$ cat src/rtl/ondra_pkg.sv
// Shared types and parameter defaults for the Ondra parallel-port write bridge.
package ondra_pkg;

   localparam int DEF_DATA_W      = 8;
   localparam int DEF_NUM_DEV     = 2;
   localparam int DEF_FIFO_DEPTH  = 4;
   localparam int DEF_SYNC_STAGES = 2;
   localparam int DEF_WR_PULSE    = 4;
   localparam int DEF_GAP         = 2;
   localparam int SEL_W           = 3;

   typedef enum logic [1:0] {
      ST_IDLE,
      ST_SETUP,
      ST_STROBE,
      ST_HOLD
   } state_t;

endpackage

$ cat src/rtl/ondra_sync_fifo.sv
// Single-clock capture FIFO with first-word fall-through read and occupancy count.
module ondra_sync_fifo #(
   parameter  int WIDTH = 11,
   parameter  int DEPTH = 4,
   localparam int PTR_W = $clog2(DEPTH),
   localparam int LVL_W = $clog2(DEPTH) + 1
) (
   input  logic             clk_sys,
   input  logic             reset_n,
   input  logic             push,
   input  logic [WIDTH-1:0] push_data,
   input  logic             pop,
   output logic [WIDTH-1:0] pop_data,
   output logic             full,
   output logic             empty,
   output logic [LVL_W-1:0] level
);

   logic [WIDTH-1:0] mem [DEPTH];
   logic [PTR_W-1:0] wr_ptr;
   logic [PTR_W-1:0] rd_ptr;

   // NOTE: storage is not reset; the pointers and level decide what is valid, so clearing them flushes the FIFO.
   always_ff @(posedge clk_sys) begin
      if (push) mem[wr_ptr] <= push_data;
   end

   // Pointers are exactly log2(DEPTH) bits wide, so increments wrap on their own.
   always_ff @(posedge clk_sys) begin
      if (!reset_n) begin
         wr_ptr <= '0;
         rd_ptr <= '0;
         level  <= '0;
      end else begin
         if (push) wr_ptr <= wr_ptr + 1'b1;
         if (pop)  rd_ptr <= rd_ptr + 1'b1;
         case ({push, pop})
            2'b10:   level <= level + 1'b1;
            2'b01:   level <= level - 1'b1;
            default: level <= level;
         endcase
      end
   end

   assign pop_data = mem[rd_ptr];
   assign full     = (level == LVL_W'(DEPTH));
   assign empty    = (level == '0);

endmodule

$ cat src/rtl/ondra_pport_bridge.sv
// Captures CPU parallel-port writes on strobe fall and replays them as timed
// active-low write strobes to slow devices paced by dev_ce_i.
module ondra_pport_bridge
   import ondra_pkg::*;
#(
   parameter  int DATA_W      = DEF_DATA_W,
   parameter  int NUM_DEV     = DEF_NUM_DEV,
   parameter  int FIFO_DEPTH  = DEF_FIFO_DEPTH,
   parameter  int SYNC_STAGES = DEF_SYNC_STAGES,
   parameter  int WR_PULSE    = DEF_WR_PULSE,
   parameter  int GAP         = DEF_GAP,
   localparam int LVL_W       = $clog2(FIFO_DEPTH) + 1
) (
   input  logic               clk_sys,
   input  logic               reset_n,
   input  logic [DATA_W-1:0]  pd_i,
   input  logic [SEL_W-1:0]   dev_sel_i,
   input  logic               stb_n_i,
   input  logic               dev_ce_i,
   input  logic               clr_err_i,
   output logic [DATA_W-1:0]  dev_data_o,
   output logic [NUM_DEV-1:0] dev_wr_n_o,
   output logic               dev_en_o,
   output logic [LVL_W-1:0]   level_o,
   output logic               busy_o,
   output logic               ovf_o,
   output logic               sel_err_o
);

   localparam int CNT_MAX = (WR_PULSE > GAP) ? WR_PULSE : GAP;
   localparam int CNT_W   = $clog2(CNT_MAX + 1);
   localparam logic [SEL_W:0] NUM_DEV_L = (SEL_W + 1)'(NUM_DEV);

   logic [SYNC_STAGES-1:0]  stb_sync;
   logic [SYNC_STAGES-1:0]  arm_sh;
   logic                    stb_prev;
   logic                    armed;
   logic                    stb_fall;
   logic                    sel_ok;
   logic                    fifo_push;
   logic                    fifo_pop;
   logic                    fifo_full;
   logic                    fifo_empty;
   logic [DATA_W+SEL_W-1:0] fifo_rd;
   state_t                  state;
   logic [SEL_W-1:0]        cur_sel;
   logic [CNT_W-1:0]        cnt;
   logic [NUM_DEV-1:0]      wr_onehot;

   // Edges are accepted only after the synchroniser has seen a genuine high
   // strobe since reset, so a strobe already low at reset release is ignored.
   always_ff @(posedge clk_sys) begin
      if (!reset_n) begin
         stb_sync <= '1;
         stb_prev <= 1'b1;
         arm_sh   <= '0;
         armed    <= 1'b0;
      end else begin
         stb_sync <= {stb_sync[SYNC_STAGES-2:0], stb_n_i};
         stb_prev <= stb_sync[SYNC_STAGES-1];
         arm_sh   <= {arm_sh[SYNC_STAGES-2:0], 1'b1};
         if (arm_sh[SYNC_STAGES-1] && stb_sync[SYNC_STAGES-1]) armed <= 1'b1;
      end
   end

   assign stb_fall  = armed && stb_prev && !stb_sync[SYNC_STAGES-1];
   assign sel_ok    = ({1'b0, dev_sel_i} < NUM_DEV_L);
   assign fifo_pop  = (state == ST_IDLE) && !fifo_empty;
   assign fifo_push = stb_fall && sel_ok && (!fifo_full || fifo_pop);

   ondra_sync_fifo #(
      .WIDTH (DATA_W + SEL_W),
      .DEPTH (FIFO_DEPTH)
   ) u_fifo (
      .clk_sys   (clk_sys),
      .reset_n   (reset_n),
      .push      (fifo_push),
      .push_data ({dev_sel_i, pd_i}),
      .pop       (fifo_pop),
      .pop_data  (fifo_rd),
      .full      (fifo_full),
      .empty     (fifo_empty),
      .level     (level_o)
   );

   // NOTE: every combinational output gets a default before the loop so no latch is inferred.
   always_comb begin
      wr_onehot = '0;
      for (int i = 0; i < NUM_DEV; i++) wr_onehot[i] = (cur_sel == SEL_W'(i));
   end

   always_ff @(posedge clk_sys) begin
      if (!reset_n) begin
         state      <= ST_IDLE;
         dev_data_o <= '0;
         cur_sel    <= '0;
         cnt        <= '0;
         dev_wr_n_o <= '1;
      end else begin
         case (state)
            ST_IDLE: begin
               if (!fifo_empty) begin
                  state      <= ST_SETUP;
                  dev_data_o <= fifo_rd[DATA_W-1:0];
                  cur_sel    <= fifo_rd[DATA_W +: SEL_W];
               end
            end
            ST_SETUP: begin
               state      <= ST_STROBE;
               cnt        <= '0;
               dev_wr_n_o <= ~wr_onehot;
            end
            ST_STROBE: begin
               if (dev_ce_i) begin
                  if (cnt == CNT_W'(WR_PULSE - 1)) begin
                     state      <= ST_HOLD;
                     cnt        <= '0;
                     dev_wr_n_o <= '1;
                  end else begin
                     cnt <= cnt + 1'b1;
                  end
               end
            end
            ST_HOLD: begin
               if (dev_ce_i) begin
                  if (cnt == CNT_W'(GAP - 1)) begin
                     state <= ST_IDLE;
                     cnt   <= '0;
                  end else begin
                     cnt <= cnt + 1'b1;
                  end
               end
            end
            default: begin
               state      <= ST_IDLE;
               dev_wr_n_o <= '1;
            end
         endcase
      end
   end

   // A new error in the same cycle as clr_err_i wins, keeping the flag set.
   always_ff @(posedge clk_sys) begin
      if (!reset_n) begin
         dev_en_o  <= 1'b0;
         ovf_o     <= 1'b0;
         sel_err_o <= 1'b0;
      end else begin
         if (fifo_push) dev_en_o <= 1'b1;
         if (stb_fall && sel_ok && fifo_full && !fifo_pop) ovf_o <= 1'b1;
         else if (clr_err_i)                               ovf_o <= 1'b0;
         if (stb_fall && !sel_ok) sel_err_o <= 1'b1;
         else if (clr_err_i)      sel_err_o <= 1'b0;
      end
   end

   assign busy_o = (state != ST_IDLE) || !fifo_empty;

endmodule

$ cat config.mk
export PLATFORM = sky130hd
export DESIGN_NAME = ondra_pport_bridge
export DESIGN_NICKNAME = d
export VERILOG_FILES = /design/src/rtl/ondra_pkg.sv /design/src/rtl/ondra_sync_fifo.sv /design/src/rtl/ondra_pport_bridge.sv
export SDC_FILE = /design/constraint.sdc
export NUM_CORES = 1
export LEC_CHECK = 0
export BUFFER_PORTS_ARGS = -buffer_cell sky130_fd_sc_hd__buf_4
export CAP_MARGIN = 10
export CORE_MARGIN = 4
export CORE_UTILIZATION = 40
export CTS_BUF_LIST = sky130_fd_sc_hd__clkbuf_2 sky130_fd_sc_hd__clkbuf_4 sky130_fd_sc_hd__clkbuf_8
export DETAILED_ROUTE_END_ITERATION = 6
export GPL_ROUTABILITY_DRIVEN = 1
export PLACE_DENSITY = 0.65
export SYNTH_ARGS = -nofsm -noshare
export SYNTH_HDL_FRONTEND = slang
export SYNTH_SLANG_ARGS = --single-unit
$ cat constraint.sdc
create_clock -name clk_sys -period 5.99 [get_ports clk_sys]
set_input_delay 0 -clock clk_sys [delete_from_list [all_inputs] [get_ports clk_sys]]
set_output_delay 0 -clock clk_sys [all_outputs]
set_load 0.01 [all_outputs]
After elaboration in Yosys (flattened, before gate mapping):

Memories as Yosys holds them, arrays and structs flattened. A register that Yosys moved wholly into a read port is not among the register bits.
Cells that the tools add are included.
W data, S select, Z words.

* $add $sub $neg: 5
* $lt $le $gt $ge: 1
* equality and inequality tests: 14
* mux-type cells: 19
* bitwise gates (word level): 2
* reductions and logical operators: 30

Operator list (count)
* $mux W3: 4
* $mux W2: 5
* $ne A2 B2 Y1 const B: 5
* $reduce_bool A2 Y1: 5
* $logic_and A1 B1 Y1: 9
* $pmux W3 S3: 1
* $pmux W2 S4: 1
* $add A3 B1 Y3 const B: 2
* $eq A2 B2 Y1 const B: 3
* $eq A3 B1 Y1 const B: 2
* $logic_not A1 Y1: 6
* $logic_not A3 Y1: 2
* $mux W1: 6
* $pmux W3 S2: 1
* $reduce_and A3 Y1: 2
* $reduce_and A5 Y1: 1
* $add A2 B1 Y2 const B: 2
* $eq A2 B1 Y1 const B: 2
* $pmux W2 S2: 1
* $eq A3 B2 Y1 const B: 1
* $eq A3 B3 Y1 const B: 1
* $lt A3 B2 Y1 const B: 1
* $reduce_bool A3 Y1: 1
* $sub A3 B1 Y3 const B: 1
* other kinds (5): 6

* register bits after elaboration: 23
* memory bits (writable): 44
* input port bits: 16
* output and inout port bits: 17
* logic and storage cells: 86
* memories kept: 1

Memory list
* u_fifo.mem: words 4, bits a word 11, rd ports 1, clocked after memory_dff 1, write ports 1, RTL line ondra_sync_fifo.sv:19 `logic [WIDTH-1:0] mem [DEPTH];`

Longest topological paths before layout:

* depth in word-level cells: 7
* depth in mapped cells: 9
* depth with buffers taken out: 9

Cells and area by module:

From an unflattened synthesis, not the netlist that was laid out.

* cells, all modules: 238
* area, all modules: 3273.1 sq um

By module, submodules not included
* ondra_sync_fifo: instances 1, cells each 103, area each 2039.5 sq um, sequential area each 1501.4 sq um
* ondra_pport_bridge: instances 1, cells each 135, area each 1233.7 sq um, sequential area each 540.5 sq um

Worst setup path after synthesis:

No wires, ideal clock.

* path kind: register to register
* start point: register state[1]
* end point: register u_fifo.level[2]
* setup time: 72 ps
* arrival time: 1914 ps
* data required time: 5918 ps
* path slack: 4004 ps
* stages on the path, launching flop included: 9
* path buffers: 0
* period minus slack after synthesis: 1986 ps
* cells stage by stage: dfxtp_1 > inv_1 > ha_1 > o31a_1 > o31a_1 > inv_1 > fa_1 > a22oi_1 > mux2i_1

* cells in the longest elaborated chain, start to end: 6
* elaborated cells on any way between the ends: 8
* those cells by class: eq/ne: 2; mux: 1; reduce/logical: 5

RTL lines
* from (decl): RTL line ondra_pport_bridge.sv:45 `state_t state;`
* from (signal assigned): RTL line ondra_pport_bridge.sv:94 `state <= ST_IDLE;`
* from (signal assigned): RTL line ondra_pport_bridge.sv:103 `state <= ST_SETUP;`
* from (signal assigned): RTL line ondra_pport_bridge.sv:109 `state <= ST_STROBE;`
* $logic_not A2 Y1 *: RTL line ondra_pport_bridge.sv:68 `assign fifo_pop = (state == ST_IDLE) && !fifo_empty;`
* $logic_and A1 B1 Y1 *: RTL line ondra_pport_bridge.sv:68
* $logic_or A1 B1 Y1: RTL line ondra_pport_bridge.sv:69 `assign fifo_push = stb_fall && sel_ok && (!fifo_full || fifo_pop);`
* $logic_and A1 B1 Y1: RTL line ondra_pport_bridge.sv:69
* $eq A2 B1 Y1 or $eq A2 B2 Y1 (tied branches): RTL line ondra_sync_fifo.sv:37 `case ({push, pop})`
* $pmux W3 S2 or $reduce_bool A2 Y1 (tied branches)
* to (signal assigned): RTL line ondra_sync_fifo.sv:38 `2'b10: level <= level + 1'b1;`
* to (signal assigned): RTL line ondra_sync_fifo.sv:39 `2'b01: level <= level - 1'b1;`
* to (signal assigned): RTL line ondra_sync_fifo.sv:40 `default: level <= level;`
* to (decl): RTL line ondra_sync_fifo.sv:16 `output logic [LVL_W-1:0] level`

Mark *: on every way between the ends. The rest lies on a longest branch, timed or not.
A chain may end at the register's enable or synchronous reset.

Final worst setup path:

Ends and elaborated chain as after synthesis.

==> flow_metrics.tcl <==
set metrics [dict create \
    synth_edf_count 44 \
    initial_core_util 0.409 \
    numCtsBuffers 9 \
    tns_ns 0 \
    synth_flop_cell "edfxtp_1" \
    crit_required_ns 6.26 \
    drtIter0Drc 68 \
    synth_fa_ha_area_frac 0.0578 \
    area_growth_pct 21.8 \
    grt_usage 0.120 \
    syn_area_per_cell_um2 13.6 \
    max_slew_margin 0.450 \
    synth.most_common_cell "edfxtp_1" \
    crit_path_start_kind "register" \
    antenna_found_initial 0 \
    slew_viol_final 0 \
    wl_mm 5.23 \
    hold_slack_ns 0.0933 \
    via_per_inst 4.73 \
    synth_warnings 0 \
    grt_pass1_vias 1795 \
    worstMarginPinSlew_ns 0.823 \
    gp_congestion 0.709 \
    cts_htree_levels 3 \
    status "finished clean" \
    io_pins 33 \
    fin_crit_ns 2.45 \
    total_power_mw 1.43 \
    crit_buf_inv 2 \
    syn_inst 233 \
    postCtsResizedCells 0 \
    worst_path_largest_cell_delay_ns 0.51 \
    fp.coreArea_um2 7730 \
    grt_start_max_net_pins 25 \
    dieHeight_um 96.9 \
    synth.area.mux_share 0.104 \
    ys_types 34 \
    synthXorXnorAreaFrac 0.00831 \
    wire_per_inst_um 13.4 \
    ctsLongestPathBuffers 2 \
    worst_slack_ns 3.54 \
    dp_hpwl_mm 3.54 \
    synth_seq_cells 78 \
    grt.overflow.total 0 \
    numClockSinks 78 \
    cts_tree "built" \
    drt_pass1_iterations 7 \
    clk_pin_slew_ns 0.08 \
    fmax_mhz 409 \
    synth_area_leaders "edfxtp_1 (42%), dfxtp_1 (22%), mux4_2 (7.8%)" \
    synth_top_area_cell "edfxtp_1" \
    yosysTopAreaCellShare 0.418 \
    synthTopCellsByCount "edfxtp_1 (44), dfxtp_1 (34), nand2_1 (34), a21oi_1 (17), ha_1 (13)" \
    end_kind "register" \
    dpl-instance-area_um2 3500 \
    layout-drive-gt1-share 0.221 \
    pre_cts_ws_ns 3.52 \
    cp_top_family "compound AO/OA/AOI/OAI gates" \
    synth_seq_area_share 0.633 \
    finalCritPeriodShare 0.408 \
    synth_top_family_by_area "simple AND/OR/NAND/NOR gates" \
    die_area_um2 9390 \
    via_count 1851 \
    path_class "reg -> reg" \
    detail-route-antenna-nets 0 \
    yosys.area_share.simple 0.121 \
    worst_clock_skew_ns 0.00666 \
    nNetsFinal 314 \
    crit_slowest_cell "o31a_1" \
    finalHoldViolations 0 \
    setup_violations 0 \
    drv_cap 0 \
    ir_drop_v 0.000109 \
    insertedDiodeCount 0 \
    async_reset_ff_frac 0 \
    drc 0 \
    power_density_nw_per_um2 371 \
    path_max_fanout 15 \
    synthesis.nets 263 \
    arrival_ns 2.72 \
    grt_pass1_wl_mm 8.91 \
    hp-class "in -> reg" \
    die_w_um 96.9 \
    portBuffers 32 \
    path_cells "inv_1, ha_1, o31a_1, o31a_1, inv_1, fa_1, a22oi_1, mux2i_1" \
    clk_latency_ns 0.34 \
    p_leak_nw 1.40 \
    synth_compound_area_frac 0.0526 \
    stdcell_area_um2 3850 \
    netlist_area_um2 3160 \
    rsz0062_at_grt "no" \
    root_buffer "clkbuf_8" \
    fp-row-count 32 \
]
## where the power goes
group	internal [mW]	total, mW	switching, mW
logic	0.180	0.357	0.177
registers	0.616	0.672	0.0558
clock network	0.198	0.400	0.201
## worst reg2reg max path, delay by kind of cell, from the launching register on
kind | cells | cell delay, ns
fa+ha+maj | 2 | 0.62
buf+inv | 2 | 0.19
mux | 1 | 0.20
flops | 1 | 0.36
compound gates | 3 | 1.02
## metrics by stage
| stage | utilization | cells |
|---|---|---|
| floorplan | - | 233 |
| global placement | 0.453 | 360 |
| detailed placement | 0.453 | 360 |
| CTS | 0.499 | 391 |
| global route | 0.499 | 391 |
| finish | 0.499 | 391 |
## registers in the layout, indices dropped and copies added (netlist names), 2 cells and up
name	flops
arm_sh	2
cnt	3
cur_sel	3
dev_data_o	8
dev_wr_n_o	2
state	2
stb_sync	2
u_fifo.level	3
u_fifo.mem	44
u_fifo.rd_ptr	2
u_fifo.wr_ptr	2
## final timing paths
check	startpoint	endpoint	slack (ns)	cells after the start
max	state[1]	u_fifo.level[2]	3.54	8
min	dev_ce_i	dev_wr_n_o[1]	0.09	4
max reg2reg	state[1]	u_fifo.level[2]	3.54	8
min reg2reg	stb_sync[0]	stb_sync[1]	0.42	1
## cell families after synthesis
group,after synthesis
AO/OA/AOI/OAI,27
buffers and inverters,19
flip-flops,78
multiplexers,19
AND/OR/NAND/NOR,73
XOR/XNOR,3
adder cells (fa/ha/maj),14
## cell type report
type / count / area [µm²]
clock inverters: 7 / 80.1
flip-flops and latches: 78 / 2000
well taps: 102 / 128
repair buffers: 47 / 390
fillers: 663 / 3870
inverters: 12 / 45.0
clock buffers: 9 / 124
multi-input cells: 136 / 1080
## repair_timing
action	in CTS	in global routing
hold buffers	15	0
buffers inserted	0	0
endpoints found under the hold margin	56	0
endpoints found under the setup margin	0	0
## per-layer routing
metal / vias up / wire length (µm) / global-route usage
li1: 937 / - / -
met1: 878 / 2470 / 0.158
met2: 27 / 2490 / 0.183
met3: 9 / 168 / 0.0303
met4: 0 / 103 / 0.0648
met5: - / 0 / 0
## layout by cell type (no fill, tap or decap), types with 11 or more instances in the layout
cell and instances:
dfxtp_1 34, a21oi_1 17, nor2_1 12, dlygate4sd3_1 15, buf_4 32, edfxtp_1 44, inv_1 12, mux4_2 11
ha_1 13, nand2_1 34
Note: power is estimated with default switching activity, not from simulation.
